[config.mk]
export PLATFORM = sky130hd
export DESIGN_NAME = linear_engine_arbiter_flat
export DESIGN_NICKNAME = d
export VERILOG_FILES = /design/src/rtl/linear_engine_arbiter_if.sv /design/src/rtl/linear_engine_arbiter.sv /design/src/flat_wrapper.sv
export SDC_FILE = /design/constraint.sdc
export NUM_CORES = 1
export LEC_CHECK = 0
export ABC_AREA = 1
export BUFFER_PORTS_ARGS = -buffer_cell sky130_fd_sc_hd__buf_4
export CORE_UTILIZATION = 50
export DETAILED_ROUTE_END_ITERATION = 7
export GPL_TIMING_DRIVEN = 0
export PLACE_DENSITY = 0.84
export SLEW_MARGIN = 20
export SYNTH_ARGS = -nofsm -noshare
export SYNTH_HDL_FRONTEND = slang
export SYNTH_SLANG_ARGS = --single-unit
export TNS_END_PERCENT = 1
[constraint.sdc]
create_clock -name clk -period 2 [get_ports clk]
set_input_delay 0.1 -clock clk [delete_from_list [all_inputs] [get_ports clk]]
set_output_delay 0.1 -clock clk [all_outputs]
set_load 0.005 [all_outputs]
[src/rtl/linear_engine_arbiter_if.sv]
// Requester/engine bus of the linear engine arbiter.
//   req         requester -> arbiter  level request per requester
//   grant       arbiter -> requester  one-hot winner, held for the transaction
//   grant_idx   arbiter -> mux        binary index of the winner
//   ack         arbiter -> requester  one-cycle completion pulse to the winner
//   busy        arbiter -> system     high while a transaction is in flight
//   timeout_err arbiter -> system     watchdog abort pulse (with ack)
//   eng_enable  arbiter -> engine     engine run enable
//   eng_done    engine -> arbiter     engine completion
// master: requester/engine side; slave: the arbiter.
interface linear_engine_arbiter_if #(
  parameter int NUM_REQ = 4
) ();
  localparam int IDX_W = $clog2(NUM_REQ);

  logic [NUM_REQ-1:0] req;
  logic [NUM_REQ-1:0] grant;
  logic [IDX_W-1:0]   grant_idx;
  logic [NUM_REQ-1:0] ack;
  logic               busy;
  logic               timeout_err;
  logic               eng_enable;
  logic               eng_done;

  modport master (
    output req, eng_done,
    input  grant, grant_idx, ack, busy, timeout_err, eng_enable
  );

  modport slave (
    input  req, eng_done,
    output grant, grant_idx, ack, busy, timeout_err, eng_enable
  );
endinterface

[src/rtl/linear_engine_arbiter.sv]
// Round-robin arbiter sharing one linear/mmmul engine among NUM_REQ requesters.
// A winner is granted for a whole transaction (enable held until the engine
// reports done), receives a one-cycle ack, and the engine then sees its enable
// low for at least two cycles before the next transaction.
//
// Ports:
//   clk    single clock, rising edge
//   rst_n  asynchronous active-low reset
//   bus    linear_engine_arbiter_if.slave (req/grant/grant_idx/ack/busy/
//          timeout_err/eng_enable/eng_done)
//
// Build option: define ARB_TIMEOUT_EN to add a RUN watchdog of TIMEOUT cycles
// that aborts a hung transaction with ack + timeout_err. Without it
// timeout_err is tied low and RUN waits for eng_done indefinitely.
//
// state | meaning
// IDLE  | no transaction, arbitrate on any request
// RUN   | engine enabled for the registered winner
// ACK   | one-cycle ack to the winner, engine disabled
module linear_engine_arbiter #(
  parameter int NUM_REQ = 4,
  parameter int TIMEOUT = 256
) (
  input logic                   clk,
  input logic                   rst_n,
  linear_engine_arbiter_if.slave bus
);

  localparam int IDX_W = $clog2(NUM_REQ);

  if (NUM_REQ < 2 || NUM_REQ > 16) begin : g_bad_num_req
    $error("linear_engine_arbiter: NUM_REQ must be 2..16");
  end
  if (TIMEOUT < 2 || TIMEOUT > 65535) begin : g_bad_timeout
    $error("linear_engine_arbiter: TIMEOUT must be 2..65535");
  end

  typedef enum logic [1:0] {
    S_IDLE = 2'd0,
    S_RUN  = 2'd1,
    S_ACK  = 2'd2
  } state_t;

  state_t             state_q, state_d;
  logic [NUM_REQ-1:0] grant_q, grant_d;
  logic [IDX_W-1:0]   grant_idx_q, grant_idx_d;
  logic               eng_enable_q, eng_enable_d;
  logic [NUM_REQ-1:0] ack_q, ack_d;
  logic [IDX_W-1:0]   last_winner_q, last_winner_d;
  // last_winner resets to 0 but the very first search must start at 0, not 1;
  // won_any distinguishes "nobody has won yet" from "requester 0 won last".
  logic               won_any_q, won_any_d;

`ifdef ARB_TIMEOUT_EN
  localparam int CNT_W = $clog2(TIMEOUT + 1);
  localparam logic [CNT_W-1:0] WD_LAST = CNT_W'(TIMEOUT - 1);
  logic [CNT_W-1:0]   wd_cnt_q, wd_cnt_d;
  logic               timeout_err_q, timeout_err_d;
`endif

  // Round-robin pick
  logic [IDX_W-1:0]   search_start;
  logic [IDX_W:0]     cand_sum;
  logic [IDX_W-1:0]   cand_idx;
  logic               pick_found;
  logic [IDX_W-1:0]   pick_idx;

  always_comb begin
    search_start = '0;
    cand_sum     = '0;
    cand_idx     = '0;
    pick_found   = 1'b0;
    pick_idx     = '0;

    if (won_any_q) begin
      if (last_winner_q == IDX_W'(NUM_REQ - 1)) begin
        search_start = '0;
      end else begin
        search_start = last_winner_q + 1'b1;
      end
    end

    for (int i = 0; i < NUM_REQ; i++) begin
      cand_sum = {1'b0, search_start} + (IDX_W + 1)'(i);
      if (cand_sum >= (IDX_W + 1)'(NUM_REQ)) begin
        cand_sum = cand_sum - (IDX_W + 1)'(NUM_REQ);
      end
      cand_idx = cand_sum[IDX_W-1:0];
      if (!pick_found && bus.req[cand_idx]) begin
        pick_found = 1'b1;
        pick_idx   = cand_idx;
      end
    end
  end

  // Next-state / output logic
  logic run_end;
  logic wd_hit;

  always_comb begin
    state_d       = state_q;
    grant_d       = grant_q;
    grant_idx_d   = grant_idx_q;
    eng_enable_d  = eng_enable_q;
    ack_d         = '0;
    last_winner_d = last_winner_q;
    won_any_d     = won_any_q;
    run_end       = 1'b0;
    wd_hit        = 1'b0;
`ifdef ARB_TIMEOUT_EN
    wd_cnt_d      = wd_cnt_q;
    timeout_err_d = 1'b0;
`endif

    unique case (state_q)
      S_IDLE: begin
        if (pick_found) begin
          state_d      = S_RUN;
          grant_d      = NUM_REQ'(1) << pick_idx;
          grant_idx_d  = pick_idx;
          eng_enable_d = 1'b1;
`ifdef ARB_TIMEOUT_EN
          wd_cnt_d     = '0;
`endif
        end
      end

      S_RUN: begin
`ifdef ARB_TIMEOUT_EN
        // This edge closes RUN cycle wd_cnt_q+1; TIMEOUT cycles without done aborts.
        wd_hit = !bus.eng_done && (wd_cnt_q == WD_LAST);
`endif
        run_end = bus.eng_done || wd_hit;
        if (run_end) begin
          state_d       = S_ACK;
          eng_enable_d  = 1'b0;
          ack_d         = grant_q;
          last_winner_d = grant_idx_q;
          won_any_d     = 1'b1;
`ifdef ARB_TIMEOUT_EN
          timeout_err_d = wd_hit;
`endif
        end else begin
`ifdef ARB_TIMEOUT_EN
          wd_cnt_d = wd_cnt_q + 1'b1;
`endif
        end
      end

      S_ACK: begin
        state_d     = S_IDLE;
        grant_d     = '0;
        grant_idx_d = '0;
      end

      default: begin
        state_d      = S_IDLE;
        grant_d      = '0;
        grant_idx_d  = '0;
        eng_enable_d = 1'b0;
      end
    endcase
  end

  always_ff @(posedge clk or negedge rst_n) begin
    if (!rst_n) begin
      state_q       <= S_IDLE;
      grant_q       <= '0;
      grant_idx_q   <= '0;
      eng_enable_q  <= 1'b0;
      ack_q         <= '0;
      last_winner_q <= '0;
      won_any_q     <= 1'b0;
    end else begin
      state_q       <= state_d;
      grant_q       <= grant_d;
      grant_idx_q   <= grant_idx_d;
      eng_enable_q  <= eng_enable_d;
      ack_q         <= ack_d;
      last_winner_q <= last_winner_d;
      won_any_q     <= won_any_d;
    end
  end

`ifdef ARB_TIMEOUT_EN
  always_ff @(posedge clk or negedge rst_n) begin
    if (!rst_n) begin
      wd_cnt_q      <= '0;
      timeout_err_q <= 1'b0;
    end else begin
      wd_cnt_q      <= wd_cnt_d;
      timeout_err_q <= timeout_err_d;
    end
  end

  assign bus.timeout_err = timeout_err_q;
`else
  assign bus.timeout_err = 1'b0;
`endif

  assign bus.grant      = grant_q;
  assign bus.grant_idx  = grant_idx_q;
  assign bus.eng_enable = eng_enable_q;
  assign bus.ack        = ack_q;
  assign bus.busy       = (state_q != S_IDLE);

endmodule

[src/flat_wrapper.sv]
// flat-port wrapper written by rule: the top's interface ports become plain ports
module linear_engine_arbiter_flat 
#(
  parameter int NUM_REQ = 4,
  parameter int TIMEOUT = 256
)
  (clk, rst_n, bus_req, bus_eng_done, bus_grant, bus_grant_idx, bus_ack, bus_busy, bus_timeout_err, bus_eng_enable);
  linear_engine_arbiter_if #(.NUM_REQ(NUM_REQ)) bus_i ();
  input logic clk;
  input logic rst_n;
  input wire logic [$bits(bus_i.req)-1:0] bus_req;
  input wire logic [$bits(bus_i.eng_done)-1:0] bus_eng_done;
  output wire logic [$bits(bus_i.grant)-1:0] bus_grant;
  output wire logic [$bits(bus_i.grant_idx)-1:0] bus_grant_idx;
  output wire logic [$bits(bus_i.ack)-1:0] bus_ack;
  output wire logic [$bits(bus_i.busy)-1:0] bus_busy;
  output wire logic [$bits(bus_i.timeout_err)-1:0] bus_timeout_err;
  output wire logic [$bits(bus_i.eng_enable)-1:0] bus_eng_enable;
  assign bus_i.req = bus_req;
  assign bus_i.eng_done = bus_eng_done;
  assign bus_grant = bus_i.grant;
  assign bus_grant_idx = bus_i.grant_idx;
  assign bus_ack = bus_i.ack;
  assign bus_busy = bus_i.busy;
  assign bus_timeout_err = bus_i.timeout_err;
  assign bus_eng_enable = bus_i.eng_enable;
  linear_engine_arbiter #(.NUM_REQ(NUM_REQ), .TIMEOUT(TIMEOUT)) u_core (.clk(clk), .rst_n(rst_n), .bus(bus_i));
endmodule
# Yosys cells after proc, flatten, opt, wreduce, memory -nomap -nowiden
# Index checks and enable logic that the tools add are counted.
# op_classes
mul	0
order_cmp	8
bitwise	2
div	0
reduce_logical	12
eq_ne	5
addsub	8
shift	1
n_mux	34
# ops
op	n
$mux W2	13
$lt A2 B3 Y1 const B	4
$mux W4	3
$mux W1	10
$ge A3 B3 Y1 const B	3
$bmux W1 S2	4
$pmux W2 S2	2
$pmux W4 S2	1
$sub A2 B1 Y2 const B	4
$add A2 B2 Y3 const B	2
$reduce_and A2 Y1	3
$eq A2 B2 Y1 const B	2
$shl A1 B2 Y4 const A	1
$add A2 B1 Y3 const B	1
$ge A2 B3 Y1 const B	1
$logic_and A1 B1 Y1	3
$logic_not A1 Y1	3
$pmux W1 S3	1
$reduce_and A3 Y1	1
$add A2 B1 Y2 const B	1
$eq A2 B1 Y1 const B	1
$logic_not A2 Y1	1
$ne A2 B1 Y1 const B	1
$ne A2 B2 Y1 const B	1
other kinds (2)	3
# word_totals
latch_bits	0
output_inout_bits	13
mem_bits_rw	0
romBits	0
register_bits	16
wordCells	77
mem_count	0
inputBits	7

# Logic depth before layout (Yosys ltp)
# depth
depth_word	20
mapped_depth	13
ltp_nobuf	13

# Least setup slack after synthesis
# No wires, ideal clock.
# synth_timing
path_kind	reg2reg
from	register u_core.last_winner_q[0]
to	register u_core.grant_q[1], in the netlist u_core.bus.grant[1]
slack_ps	544
arrival_ps	1381
path_stages_with_launch	12
synth_period_minus_slack_ps	1456
n_path_buf	0
setup_ps	74
required_time_ps	1926
path_cell_list	dfrtp_1 inv_4 nand2_4 nand2_1 nand2_1 nand2_2 nand2_4 nor2_8 nand3_2 o21ai_4 nand2_1 o21ai_2
# synth_between
elab_chain_len	20
word_cells_on_any_way	46
cone_classes	add/sub: 8; order compare: 4; eq/ne: 2; shift: 1; mux: 24; reduce/logical: 7
# synth_rtl
item	line_no	text
start: declaration	linear_engine_arbiter.sv:49	logic [IDX_W-1:0] last_winner_q, last_winner_d;
start signal: assignment	linear_engine_arbiter.sv:180	last_winner_q <= last_winner_d;
$add A2 B1 Y2 or $eq A2 B2 Y1 (tied branches)	linear_engine_arbiter.sv:79, linear_engine_arbiter.sv:76	
$mux W2 (*)	linear_engine_arbiter.sv:76	if (last_winner_q == IDX_W'(NUM_REQ - 1)) begin
$mux W2 (*)	linear_engine_arbiter.sv:75	if (won_any_q) begin
parallel branches: the longest is 17 deep, another holds $add A2 B1 Y3	n/a	
end signal: assignment	linear_engine_arbiter.sv:176	grant_q <= grant_d;
end: declaration	linear_engine_arbiter.sv:45	logic [NUM_REQ-1:0] grant_q, grant_d;
# Mark *: on every way between the ends. The select of a mux whose other input is x is not followed.
# A chain may end at the register's enable or synchronous reset.

# Worst setup path in the final report
# Ends and elaborated chain as after synthesis.

==> metrics.md <==
| Metric | Value |
|---|---|
| Num rows | `15` |
| Core Area | `between 1500 and 2000 um^2` |
| # clock sinks | `16` |
| Synth Instances | `approximately 140` |
| I/O pin cnt | `20` |
| Worst Path Required | `2.22 ns` |
| Clk buf depth | `2` |
| Setup Fix Bufs, Post-CTS | `0` |
| First-pass GRT wire length | `2980 um` |
| Routed len/inst | `between 10 and 15 um` |
| Post-synth cell types | `22` |
| CTS tree | `done` |
| FF-to-FF End | `u_core.bus.grant[1]` |
| Synth Area per Inst | `~7.3 um^2` |
| Detailed placer's ending HPWL | `1460 um` |
| Critical Path AT | `about 1.9 ns` |
| Final count of negative-setup-slack endpoints | `0` |
| Crit end category | `register` |
| TritonCTS buffer count | `3` |
| Hold Crit Class | `primary input to register` |
| Die Span Y | `between 40 and 50 um` |
| Die Area | `between 2000 and 2500 um^2` |
| Largest net degree at the start of global routing | `17` |
| PortBufs | `18` |
| Worst-Skew Late Latency | `around 0.28 ns` |
| R2R Path Start | `u_core.last_winner_q[0]` |
| Top delay family on crit path | `simple AND/OR/NAND/NOR gates` |
| Final GP Congestion | `~0.74` |
| Chip Width | `around 47 um` |
| Gr ovfl total | `0` |
| Critical-path top delay cell | `dfrtp_1` |
| Cell chain of the critical path | `inv_4 > nand2_4 > nand2_1 > nand2_1 > nand2_2 > nand2_4 > nor2_8 > nand3_2 > o21ai_4 > nand2_1 > o21ai_2` |
| Final hold viol count | `0` |
| Via/cell ratio | `4.99` |
| Clock slew at reported path FFs | `0.08 ns` |
| Critical path class | `register to register` |
| Sequential area share after synthesis | `0.399` |
| Hold Path Origin | `bus_eng_done` |
| Share of cells above drive strength 1 | `0.270` |
| Antenna Violating Nets Remaining | `0` |
| WP buf/inv | `1` |
| Max Clock Freq | `a little over 600 MHz` |
| Clock Skew | `0.000234 ns` |
| First-pass iteration count of the detailed router | `5` |
| Cell count after placement | `between 150 and 200` |
| DR vias | `a little over 900` |
| Vias in the first global route | `approximately 700` |
| Final non-filler cell total | `between 150 and 200` |
| Synthesis-to-layout area growth | `19.8%` |
| Post-layout min period | `approximately 1.6 ns` |
| Final TNS setup | `0 ns` |
| Critical Path Most Common Cell | `nand2_1` |
| Critical Path Fanout Max | `10` |
| Total wire length | `between 1500 and 2000 um` |
| Initial Util | `0.557` |
| Slew Limit Fails | `0` |
| Crit-path max cell delay | `0.43 ns` |
| Tcrit/Tclk final | `0.822` |
| Post-Syn Area | `approximately 1000 um^2` |
| Initial antenna violation count | `0` |
| RSZ-0062 raised after global routing | `false` |
| Starting DRT DRC Count | `22` |
| Pwr dens | `~1500 nW/um^2` |
| Layout Nets | `approximately 170` |
| Max-cap viol count | `0` |
| Leak Pwr | `~0.67 nW` |
| Tot Pwr | `about 1.8 mW` |
| Crit start category | `register` |
| Gr usage total | `0.196` |
| CTS root buf | `clkbuf_4` |
| VDD IR-drop max | `between 0.9 and 1 mV` |
| Register bit count reported by yosys | `16` |
| Worst R2R Path Depth | `11` |
| Outcome | `finished, final reports clean` |
| Utilization after layout | `0.667` |
| Diode count | `0` |
| H-Tree Depth | `1` |
| Reg2Reg Setup Slack | `about 0.36 ns` |
| Yosys Warn Count | `0` |
| Worst hold path endpoint | `u_core.state_q[0]` |
| Cells on Worst Hold Path | `2` |
| Mapped Nets | `~140` |
| DRC | `0` |
sequential cells by signal, indices dropped and copies added (netlist names):
register               count
u_core.bus.eng_enable      1
u_core.bus.grant           4
u_core.won_any_q           1
u_core.state_q             2
u_core.bus.ack             4
u_core.bus.grant_idx       2
u_core.last_winner_q       2
layout make-up:
type / instances / area [um^2]
Clock buffer: 3 / 22.5
Fill cell: 168 / 599
Multi-Input combinational cell: 104 / 526
Buffer: 2 / 18.8
Sequential cell: 16 / 400
Inverter: 15 / 58.8
Tap cell: 25 / 31.3
Timing Repair Buffer: 19 / 145
cell usage in the layout (no fill, tap or decap):
| cell | count |
|---|---|
| nor2_8 | 1 |
| nor2_2 | 1 |
| inv_1 | 11 |
| nand2_1 | 50 |
| buf_4 | 19 |
| nand2_4 | 3 |
| clkbuf_4 | 3 |
| dlygate4sd3_1 | 1 |
| inv_2 | 3 |
| o21ai_4 | 1 |
| dfrtp_1 | 16 |
| nand3_2 | 5 |
| or2_2 | 1 |
| nand3_1 | 16 |
| inv_4 | 1 |
| conb_1 | 1 |
| nand4_1 | 3 |
| o21ai_0 | 4 |
| nand2_2 | 3 |
| buf_6 | 1 |
| o21ai_2 | 1 |
| o21ai_1 | 1 |
| a21oi_1 | 1 |
| nor2_1 | 12 |
kinds of logic (layout without fill, tap and decap cells):
kind of cell,Yosys count,in the layout,synth area share
other,1,1,0.00374
DFF,16,16,0.399
AOI/OAI and AO/OA,8,8,0.0549
and+or+nand+nor,95,95,0.465
buffers and inverters,17,39,0.0773
metrics by stage:
step | hold slack, ns | cell area [um^2] | setup slack, ns
4_1_cts | 0.0565 | 1200 | 0.334
6_report | 0.0634 | 1200 | 0.356
3_5_place_dp | -0.0342 | 1170 | 0.379
5_1_grt | 0.0751 | 1200 | 0.174
2_1_floorplan | -0.196 | 1000 | 0.544
3_3_place_gp | -0.0366 | 1170 | 0.410
synth_stat cells, drive strengths merged:
cell    n  share of area
a21oi   1         0.0050
buf     2          0.019
conb    1         0.0037
dfrtp  16           0.40
inv    15          0.059
nand2  56           0.24
nand3  21           0.13
nand4   3          0.019
nor2   14          0.071
o21ai   7          0.050
or2     1         0.0062
worst register-to-register path, delay by kind of cell, from the launching register on:
kind,cells,cell delay [ns]
buffers and inverters,1,0.13
AOI/OAI and AO/OA,2,0.25
and+or+nand+nor,8,0.78
DFF,1,0.43
what timing repair did:
item | in CTS | in global routing
endpoints found under the hold margin | 16 | 0
gates resized for setup | 0 | 0
hold buffers | 1 | 0
power by group:
part	internal, mW	switching, mW
clock network	0.0699	0.0920
logic	0.418	0.734
registers	0.421	0.0667
worst max-delay path by stage:
| stage | start | to | slack [ns] | cells past startpoint |
|---|---|---|---|---|
| floorplan | u_core.last_winner_q[0] | u_core.bus.grant[1] | 0.54 | 11 |
| global placement | u_core.last_winner_q[0] | u_core.bus.grant[1] | 0.41 | 11 |
| detailed placement | u_core.last_winner_q[0] | u_core.bus.grant[1] | 0.38 | 11 |
| CTS | u_core.last_winner_q[0] | u_core.bus.grant[2] | 0.33 | 11 |
| global route | u_core.last_winner_q[0] | u_core.bus.grant[0] | 0.17 | 11 |
| finish | u_core.last_winner_q[0] | u_core.bus.grant[1] | 0.36 | 11 |
per-layer routing:
layer,GRT usage,wire [um],up-vias
li1,-,-,477
met1,0.256,853,418
met2,0.311,942,21
met3,0.0231,64,2
met4,0.120,16,0
met5,0,0,-
Power figures use the tool's default switching activity.
